### src/rtl/usb_ep_rd_ctrl_pkg.sv
// usb_ep_rd_ctrl shared types
// FSM encoding and FIFO beat layout
package usb_ep_rd_ctrl_pkg;

  typedef enum logic [1:0] {
    ST_IDLE,
    ST_RUN,
    ST_DRAIN,
    ST_FIN
  } rd_st_e;

  typedef struct packed {
    logic       last;
    logic [7:0] data;
  } beat_t;

  localparam int BEAT_W = $bits(beat_t);

endpackage

### src/rtl/usb_ep_rd_fifo.sv
// usb_ep_rd_fifo: small beat FIFO with flush
// Push and pop may coincide at any occupancy
module usb_ep_rd_fifo
  import usb_ep_rd_ctrl_pkg::*;
#(
  parameter int DEPTH = 4,
  parameter int CW    = $clog2(DEPTH) + 1
) (
  input  logic              i_clk,
  input  logic              i_rst,
  input  logic              i_flush,
  input  logic              i_push,
  input  logic [BEAT_W-1:0] i_data,
  input  logic              i_pop,
  output logic [BEAT_W-1:0] o_head,
  output logic [CW-1:0]     o_count
);

  localparam int PW = $clog2(DEPTH);

  logic [BEAT_W-1:0] r_mem [DEPTH];
  logic [PW-1:0]     r_wptr;
  logic [PW-1:0]     r_rptr;
  logic [CW-1:0]     r_count;
  logic              w_pop;

  assign w_pop   = i_pop & (r_count != '0);
  assign o_count = r_count;
  // empty FIFO presents zero so idle output data is clean
  assign o_head  = (r_count != '0) ? r_mem[r_rptr] : '0;

  // storage write; a flush drops the incoming beat
  always_ff @(posedge i_clk) begin
    if (i_push && !i_flush)
      r_mem[r_wptr] <= i_data;
  end

  // pointer and occupancy update
  always_ff @(posedge i_clk) begin
    if (i_rst || i_flush) begin
      r_wptr  <= '0;
      r_rptr  <= '0;
      r_count <= '0;
    end else begin
      if (i_push)
        r_wptr <= r_wptr + PW'(1);
      if (w_pop)
        r_rptr <= r_rptr + PW'(1);
      r_count <= r_count + CW'(i_push) - CW'(w_pop);
    end
  end

endmodule

### src/rtl/usb_ep_rd_ctrl.sv
// usb_ep_rd_ctrl: endpoint buffer read sequencer
// Turns (addr,len) into a valid/ready byte stream
module usb_ep_rd_ctrl
  import usb_ep_rd_ctrl_pkg::*;
#(
  parameter int AWIDTH     = 11,
  parameter int LWIDTH     = 11,
  parameter int FIFO_DEPTH = 4
) (
  input  logic              clk,
  input  logic              rst,
  input  logic              cmd_start,
  input  logic [AWIDTH-1:0] cmd_addr,
  input  logic [LWIDTH-1:0] cmd_len,
  input  logic              cmd_abort,
  output logic              busy,
  output logic              done,
  output logic              aborted,
  output logic [AWIDTH-1:0] buf_rd_addr_0,
  output logic              buf_rd_en_0,
  input  logic [7:0]        buf_rd_data_1,
  output logic [7:0]        out_data,
  output logic              out_last,
  output logic              out_valid,
  input  logic              out_ready
);

  localparam int CW = $clog2(FIFO_DEPTH) + 1;

  rd_st_e            r_state;
  rd_st_e            w_nxt;
  logic [AWIDTH-1:0] r_addr;
  logic [LWIDTH-1:0] r_remain;
  logic              r_cap_vld;
  logic              r_cap_last;
  logic              r_aborted;
  logic              w_abort;
  logic              w_issue;
  logic              w_credit;
  logic              w_pop;
  logic [CW-1:0]     w_cnt;
  logic [CW-1:0]     w_occ;
  beat_t             w_push_beat;
  beat_t             w_head;

  assign w_abort  = cmd_abort & (r_state != ST_IDLE);
  assign w_occ    = w_cnt + CW'(r_cap_vld);
  assign w_credit = w_occ < CW'(FIFO_DEPTH);
  assign w_pop    = out_valid & out_ready;

  assign w_push_beat.last = r_cap_last;
  assign w_push_beat.data = buf_rd_data_1;

  assign busy          = r_state != ST_IDLE;
  assign done          = r_state == ST_FIN;
  assign aborted       = r_aborted;
  assign buf_rd_addr_0 = r_addr;
  assign buf_rd_en_0   = w_issue;
  assign out_valid     = w_cnt != '0;
  assign out_data      = w_head.data;
  assign out_last      = w_head.last;

  // next state and read issue; abort overrides all
  always_comb begin
    w_nxt   = r_state;
    w_issue = 1'b0;
    unique case (r_state)
      ST_IDLE: begin
        // zero length passes through DRAIN,
        // so done lands two cycles after start
        if (cmd_start)
          w_nxt = (cmd_len != '0) ? ST_RUN : ST_DRAIN;
      end
      ST_RUN: begin
        if (r_remain == '0) begin
          w_nxt = ST_DRAIN;
        end else if (w_credit) begin
          w_issue = 1'b1;
          if (r_remain == LWIDTH'(1))
            w_nxt = ST_DRAIN;
        end
      end
      ST_DRAIN: begin
        if (!r_cap_vld &&
            (w_cnt == '0 ||
             (w_cnt == CW'(1) && w_pop)))
          w_nxt = ST_FIN;
      end
      ST_FIN: w_nxt = ST_IDLE;
      default: w_nxt = ST_IDLE;
    endcase
    if (w_abort) begin
      w_nxt   = ST_IDLE;
      w_issue = 1'b0;
    end
  end

  // state, address, count and capture pipeline
  always_ff @(posedge clk) begin
    if (rst) begin
      r_state    <= ST_IDLE;
      r_addr     <= '0;
      r_remain   <= '0;
      r_cap_vld  <= 1'b0;
      r_cap_last <= 1'b0;
      r_aborted  <= 1'b0;
    end else begin
      r_state    <= w_nxt;
      r_aborted  <= w_abort;
      r_cap_vld  <= w_issue;
      r_cap_last <= w_issue & (r_remain == LWIDTH'(1));
      if (r_state == ST_IDLE && cmd_start) begin
        r_addr   <= cmd_addr;
        r_remain <= cmd_len;
      end else if (w_issue) begin
        r_addr   <= r_addr + AWIDTH'(1);
        r_remain <= r_remain - LWIDTH'(1);
      end
    end
  end

  usb_ep_rd_fifo #(
    .DEPTH(FIFO_DEPTH),
    .CW   (CW)
  ) u_fifo (
    .i_clk  (clk),
    .i_rst  (rst),
    .i_flush(w_abort),
    .i_push (r_cap_vld),
    .i_data (w_push_beat),
    .i_pop  (w_pop),
    .o_head (w_head),
    .o_count(w_cnt)
  );

endmodule

### config.mk
export PLATFORM = sky130hd
export DESIGN_NAME = usb_ep_rd_ctrl
export DESIGN_NICKNAME = d
export VERILOG_FILES = /design/src/rtl/usb_ep_rd_ctrl_pkg.sv /design/src/rtl/usb_ep_rd_fifo.sv /design/src/rtl/usb_ep_rd_ctrl.sv
export SDC_FILE = /design/constraint.sdc
export NUM_CORES = 1
export LEC_CHECK = 0
export ABC_AREA = 0
export CAP_MARGIN = 15
export CORE_ASPECT_RATIO = 1.4
export CORE_MARGIN = 5
export CORE_UTILIZATION = 53
export DETAILED_ROUTE_END_ITERATION = 10
export PLACE_DENSITY = 0.78
export SLEW_MARGIN = 15
export SYNTH_ARGS = -nofsm -noshare
export SYNTH_HDL_FRONTEND = slang
export SYNTH_SLANG_ARGS = --single-unit
### constraint.sdc
create_clock -name clk -period 2.8 [get_ports clk]
set_clock_uncertainty 0.05 [all_clocks]
set_input_delay 0.42 -clock clk [delete_from_list [all_inputs] [get_ports clk]]
set_output_delay 0.42 -clock clk [all_outputs]
set_load 0.05 [all_outputs]
# After elaboration in Yosys (flattened, before gate mapping)
# Memories as Yosys holds them, arrays and structs flattened. A register that Yosys moved wholly into a read port is not among the register bits.
# Cells that the tools add are included.
[classes]
addsub = 6
n_mul = 0
div_mod_pow = 0
n_lt_le_gt_ge = 1
eq_ne = 9
shifts = 0
n_mux = 20
n_bitwise = 4
reduce_logical = 17
[ops]
columns = ["operator", "n"]
rows = [
  ["2-to-1 mux 11 bit", 4],
  ["2-to-1 mux 2 bit", 8],
  ["adder 11 x 1 -> 11 bit, second input constant", 1],
  ["equality test 11 x 1 -> 1 bit, second input constant", 1],
  ["zero test 11 bit", 1],
  ["nonzero test 11 bit", 1],
  ["subtractor 11 x 1 -> 11 bit, second input constant", 1],
  ["2-to-1 mux 9 bit", 1],
  ["one-hot mux 2 bit (4 select lines)", 1],
  ["2-to-1 mux 1 bit", 6],
  ["inequality test 3 bit, second input constant", 2],
  ["adder 2 x 1 -> 2 bit, second input constant", 2],
  ["bitwise AND 1 bit", 4],
  ["equality test 2 bit, second input constant", 2],
  ["logical AND 1 bit", 4],
  ["inequality test 2 bit, second input constant", 2],
  ["AND reduction 4 bit", 1],
  ["nonzero test 2 bit", 2],
  ["adder 3 x 1 -> 3 bit", 1],
  ["equality test 3 x 1 -> 1 bit, second input constant", 1],
  ["zero test 3 bit", 1],
  ["< comparator 3 bit, second input constant", 1],
  ["nonzero test 3 bit", 1],
  ["subtractor 3 x 1 -> 3 bit", 1],
  ["other kinds (5)", 7],
]
[totals]
regBits = 34
latch_bits = 0
ramBits = 36
romBits = 0
out_inout_bits = 25
wordCells = 67
mem_count = 1
[memory_table]
columns = ["name", "words", "word_bits", "read_ports", "rd_ports_with_merged_regs", "wr", "line_no", "text"]
rows = [
  ["u_fifo.r_mem", 4, 9, 1, 1, 1, "usb_ep_rd_fifo.sv:21", "logic [BEAT_W-1:0] r_mem [DEPTH];"],
]

# Depth between registers and ports, before layout
[logic_depth]
ltp_word = 8
mapped_depth = 9

# By module
# From an unflattened synthesis, not the netlist that was laid out.
[hier_totals]
hier_cells = 308
hier_area_um2 = 3557.2
[by_module_without_submodules]
columns = ["module", "n_inst", "cells_per_inst", "area_each_um2", "seq_area_each_um2"]
rows = [
  ["usb_ep_rd_fifo", 1, 104, 1851.8, 1261.2],
  ["usb_ep_rd_ctrl", 1, 204, 1705.4, 540.5],
]

# Least setup slack after synthesis
# Ideal clock, no wire load.
[synth_timing]
path_type = "reg2out"
start = "register r_cap_vld"
end = "output port buf_rd_en_0"
arrival_time_ps = 2248
path_slack_ps = 82
stages_incl_launch_ff = 8
path_cell_list = "dfxtp_1 -> ha_1 -> ha_1 -> xnor2_2 -> nand3_1 -> clkbuf_1 -> buf_2 -> nor2_1"
[synth_via]
elab_chain_len = 6
[synth_lines]
columns = ["item", "line_no", "text"]
rows = [
  ["from (decl)", "usb_ep_rd_ctrl.sv:34", "logic r_cap_vld;"],
  ["from (signal assigned)", "usb_ep_rd_ctrl.sv:110", "r_cap_vld <= w_issue;"],
  ["adder 3 x 1 -> 3 bit", "usb_ep_rd_ctrl.sv:47", "assign w_occ = w_cnt + CW'(r_cap_vld);"],
  ["< comparator 3 bit", "usb_ep_rd_ctrl.sv:48", "assign w_credit = w_occ < CW'(FIFO_DEPTH);"],
  ["2-to-1 mux 1 bit", "usb_ep_rd_ctrl.sv:77", "end else if (w_credit) begin"],
  ["2-to-1 mux 1 bit", "usb_ep_rd_ctrl.sv:75", "if (r_remain == '0) begin"],
  ["2-to-1 mux 1 bit", "usb_ep_rd_ctrl.sv:67", "unique case (r_state)"],
  ["2-to-1 mux 1 bit", "usb_ep_rd_ctrl.sv:92", "if (w_abort) begin"],
  ["to (decl)", "usb_ep_rd_ctrl.sv:20", "output logic buf_rd_en_0,"],
]
# No other way between the ends.

==> impl_results.rst <==
.. list-table::
   :header-rows: 1

   * - Metric
     - Value
   * - Total vias in the final route
     - 2755
   * - Max Fanout on Critical Path
     - 9
   * - Share of the clock period used by the worst path
     - 96.8%
   * - Die Width
     - 78.8 um
   * - CTS tree
     - yes
   * - Initial cell density of the core
     - 53.7%
   * - CTS H-tree depth
     - 3
   * - Outcome
     - finished, final reports clean
   * - Top cells by area in the synthesized netlist
     - sky130_fd_sc_hd__edfxtp_1 (31%), sky130_fd_sc_hd__dfxtp_1 (21%), sky130_fd_sc_hd__ha_1 (6.1%)
   * - Die Outline Area
     - 0.00837 mm^2
   * - Unrepaired setup endpoints after global routing
     - no
   * - Synth Area per Inst
     - 11.2 um^2
   * - Kind of critical path
     - flip-flop to primary output
   * - WL final
     - 7800 um
   * - Max Slew Vio Count
     - 0
   * - Clock-pin slew on the worst setup and hold paths
     - 0.08 ns
   * - Launch point of the worst hold path
     - r_cap_last
   * - Beginning of the worst register-to-register path
     - r_cap_vld
   * - Arrival time of data at the critical path endpoint
     - 2.24 ns
   * - Height of the die
     - 106 um
   * - Row count
     - 35
   * - Last weighted congestion value of the routability-driven placer
     - 0.844
   * - Warnings, synthesis
     - 0
   * - Hold depth
     - 0
   * - Number of routed nets with antenna violations
     - 0
   * - Congestion Overflow GR
     - 0
   * - Flip-flop cell with the highest count after synthesis
     - sky130_fd_sc_hd__edfxtp_1
   * - Final routed DRC violation total
     - 0
   * - Leakage component of the power
     - 1.65 nW
   * - Most frequent cells after synthesis
     - sky130_fd_sc_hd__dfxtp_1 (36), sky130_fd_sc_hd__edfxtp_1 (36), sky130_fd_sc_hd__nor2_1 (24)
   * - Starting DRC count in detailed routing
     - 158
   * - Area growth syn-to-layout
     - 25.2%
   * - Detail-routed via count per cell
     - 6.10
   * - Top cell type by total area after synthesis
     - sky130_fd_sc_hd__edfxtp_1
   * - Max Cap Violations
     - 0
   * - Number of search-and-repair iterations in the first detailed-routing pass
     - 4
   * - Number of buffers inserted during clock tree synthesis
     - 9
   * - Global-route wire length before repair
     - 13100 um
   * - CTS-repair resized insts
     - 0
   * - Number of nets in the final layout
     - 425
   * - Largest net degree at the start of global routing
     - 23
   * - Worst hold-check slack
     - 0.441 ns
   * - Count of flip-flops with a built-in enable after synthesis
     - 36
   * - Final hold violations
     - 0
   * - Worst reg2reg path depth
     - 7
   * - Number of buffers inserted by port buffering
     - 59
   * - Nets in the synthesized netlist
     - 366
   * - Type of the most critical hold path
     - flip-flop to flip-flop
   * - Sequential cell area fraction in the yosys report
     - 51.4%
   * - Shortest clock period the worst path allows after layout
     - 2.71 ns
   * - Synthesized flop and latch total
     - 72
   * - Fmax
     - 0.369 GHz
   * - Power density over the cells
     - 917 mW/mm^2
   * - Hold buffer count at CTS
     - 0
   * - Vias in the first global route
     - 2707
   * - Maximum count of clock buffers along a single path
     - 2
   * - Post-CTS Repair Setup Buffers
     - 0
   * - Share of the core filled with cells in the final layout
     - 67.3%
   * - Share of cells above drive strength 1
     - 10.8%
   * - Clock latency on the worst-skew pair
     - 0.35 ns
   * - Post-synthesis cell area
     - 0.00351 mm^2
   * - Root Buffer Master
     - sky130_fd_sc_hd__clkbuf_8
   * - HPWL reported at the end of detailed placement
     - 5700 um
   * - Category of the worst setup path capture point
     - primary output
   * - Total GRT Usage
     - 19.8%
   * - Share of synthesized flip-flops with an asynchronous set or reset
     - 0%
   * - Avg WL per Cell
     - 17.3 um
   * - Worst slew slack as a fraction of its limit
     - 53.8%
   * - Terminating pin of the worst hold path
     - u_fifo.r_mem[2][8]
   * - Highest ir drop seen on vdd
     - 0.000695 V
   * - Antenna fix cells
     - 0
   * - Post-layout instance area
     - 0.00439 mm^2
   * - Area post-placement
     - 0.00418 mm^2
   * - Final Worst Setup Slack
     - 0.0906 ns
   * - Post-place setup slack
     - 0.400 ns
   * - Core area
     - 0.00653 mm^2
   * - Area fraction of the dominant cell type after synthesis
     - 30.8%
   * - Worst R2R Setup Slack
     - 0.38 ns
   * - Final setup fails
     - 0
   * - Category of the worst setup path launch point
     - flip-flop
   * - Top Ports
     - 60
   * - Synth unique cells
     - 45
   * - Antenna violations before repair
     - 0
   * - Worst Tran Pin Value
     - 0.693 ns
   * - Num Clock Sinks
     - 72
   * - Reg-to-reg critical path endpoint
     - buf_rd_addr_0[9]
   * - Setup total negative slack
     - 0 ns
   * - CP Data Required Time
     - 2.33 ns
   * - Instance count of the mapped netlist
     - 314
## layer usage
| layer | part of all wire [%] | vias up | global-route usage, % |
|---|---|---|---|
| met2 | 51 | 87 | 33.6 |
| li1 | - | 1336 | - |
| met3 | 5.0 | 12 | 3.73 |
| met1 | 43 | 1320 | 24.6 |
| met4 | 1.8 | 0 | 8.13 |
| met5 | 0 | - | 0 |
## state kept, by name, summed over array words and instances (netlist names), named ones only
register        cells
u_fifo.r_wptr       2
u_fifo.r_rptr       2
r_state             2
u_fifo.o_count      3
buf_rd_addr_0      11
r_remain           11
u_fifo.r_mem       36
r_cap_vld           1
aborted             1
r_cap_last          1
## cells by family after synthesis
kind of cell,Yosys count,synth area share (%)
mux,12,6.64
flops,72,51.4
buf+inv,30,3.35
simple gates,121,19.7
fa+ha+maj,17,6.06
compound gates,57,11.4
xor+xnor,5,1.46
## where the power goes
group          internal (W)  total (W)  switching [W]
Clock              0.000338   0.000764       0.000426
Sequential          0.00126    0.00142       0.000159
Combinational      0.000709    0.00184        0.00113
Total               0.00231    0.00402        0.00172
## worst max path at each step
stage / cells after the start / slack [ns] / startpoint / end
finish: 4 / 0.09 / flip-flop / out_data[2]
global route: 6 / 0.002 / r_remain[0] / buf_rd_en_0
CTS: 4 / 0.03 / flip-flop / out_data[5]
detailed placement: 7 / 0.40 / r_cap_vld / buf_rd_addr_0[9]
global placement: 4 / 0.45 / flip-flop / out_data[3]
floorplan: 7 / 0.08 / r_cap_vld / buf_rd_en_0
## cells in the final DEF, fill, tap and decap left out, types with 2 or more instances in the layout
cell type                         count
sky130_fd_sc_hd__clkdlybuf4s50_1     50
sky130_fd_sc_hd__dfxtp_1             36
sky130_fd_sc_hd__edfxtp_1            36
sky130_fd_sc_hd__nor2_1              24
sky130_fd_sc_hd__ha_1                17
sky130_fd_sc_hd__o21ai_0             16
sky130_fd_sc_hd__and2_1              13
sky130_fd_sc_hd__nand3_1             12
sky130_fd_sc_hd__or4_1               12
sky130_fd_sc_hd__inv_1               11
sky130_fd_sc_hd__a311oi_1            11
sky130_fd_sc_hd__and3_1              10
sky130_fd_sc_hd__o31ai_1             10
sky130_fd_sc_hd__or3_1                9
sky130_fd_sc_hd__mux4_2               9
sky130_fd_sc_hd__nand2_1              9
sky130_fd_sc_hd__clkbuf_8             9
sky130_fd_sc_hd__nand4_1              8
sky130_fd_sc_hd__a31oi_1              8
sky130_fd_sc_hd__dlymetal6s2s_1       8
sky130_fd_sc_hd__buf_4                8
sky130_fd_sc_hd__nor4_1               7
sky130_fd_sc_hd__nor3_1               4
sky130_fd_sc_hd__nand2b_1             3
sky130_fd_sc_hd__and4_1               3
sky130_fd_sc_hd__mux2i_1              3
sky130_fd_sc_hd__inv_6                3
sky130_fd_sc_hd__xor2_1               2
sky130_fd_sc_hd__or3_2                2
sky130_fd_sc_hd__xnor2_1              2
sky130_fd_sc_hd__a21oi_1              2
sky130_fd_sc_hd__clkinvlp_4           2
## metrics by stage
stage	power, W	instances
floorplan	0.00270	314
global placement	0.00325	436
detailed placement	0.00329	436
CTS	0.00405	452
global route	0.00426	452
finish	0.00402	452
## area by class of cell
type                       instances  area (um^2)
clock buffer                       9          124
clock inverter                     7         61.3
fill                             504         2140
inverter                          11         41.3
multi-input combinational        212         1590
sequential                        72         1800
tap                               74         92.6
timing repair buffer              67          681
## critical path: stages (launching register included)
cell                              delay (ns)
sky130_fd_sc_hd__dfxtp_1                0.32
sky130_fd_sc_hd__buf_4                  0.21
sky130_fd_sc_hd__mux4_2                 0.51
sky130_fd_sc_hd__and2_1                 0.16
sky130_fd_sc_hd__clkdlybuf4s50_1        0.69
(Power assumes the default switching activity.)
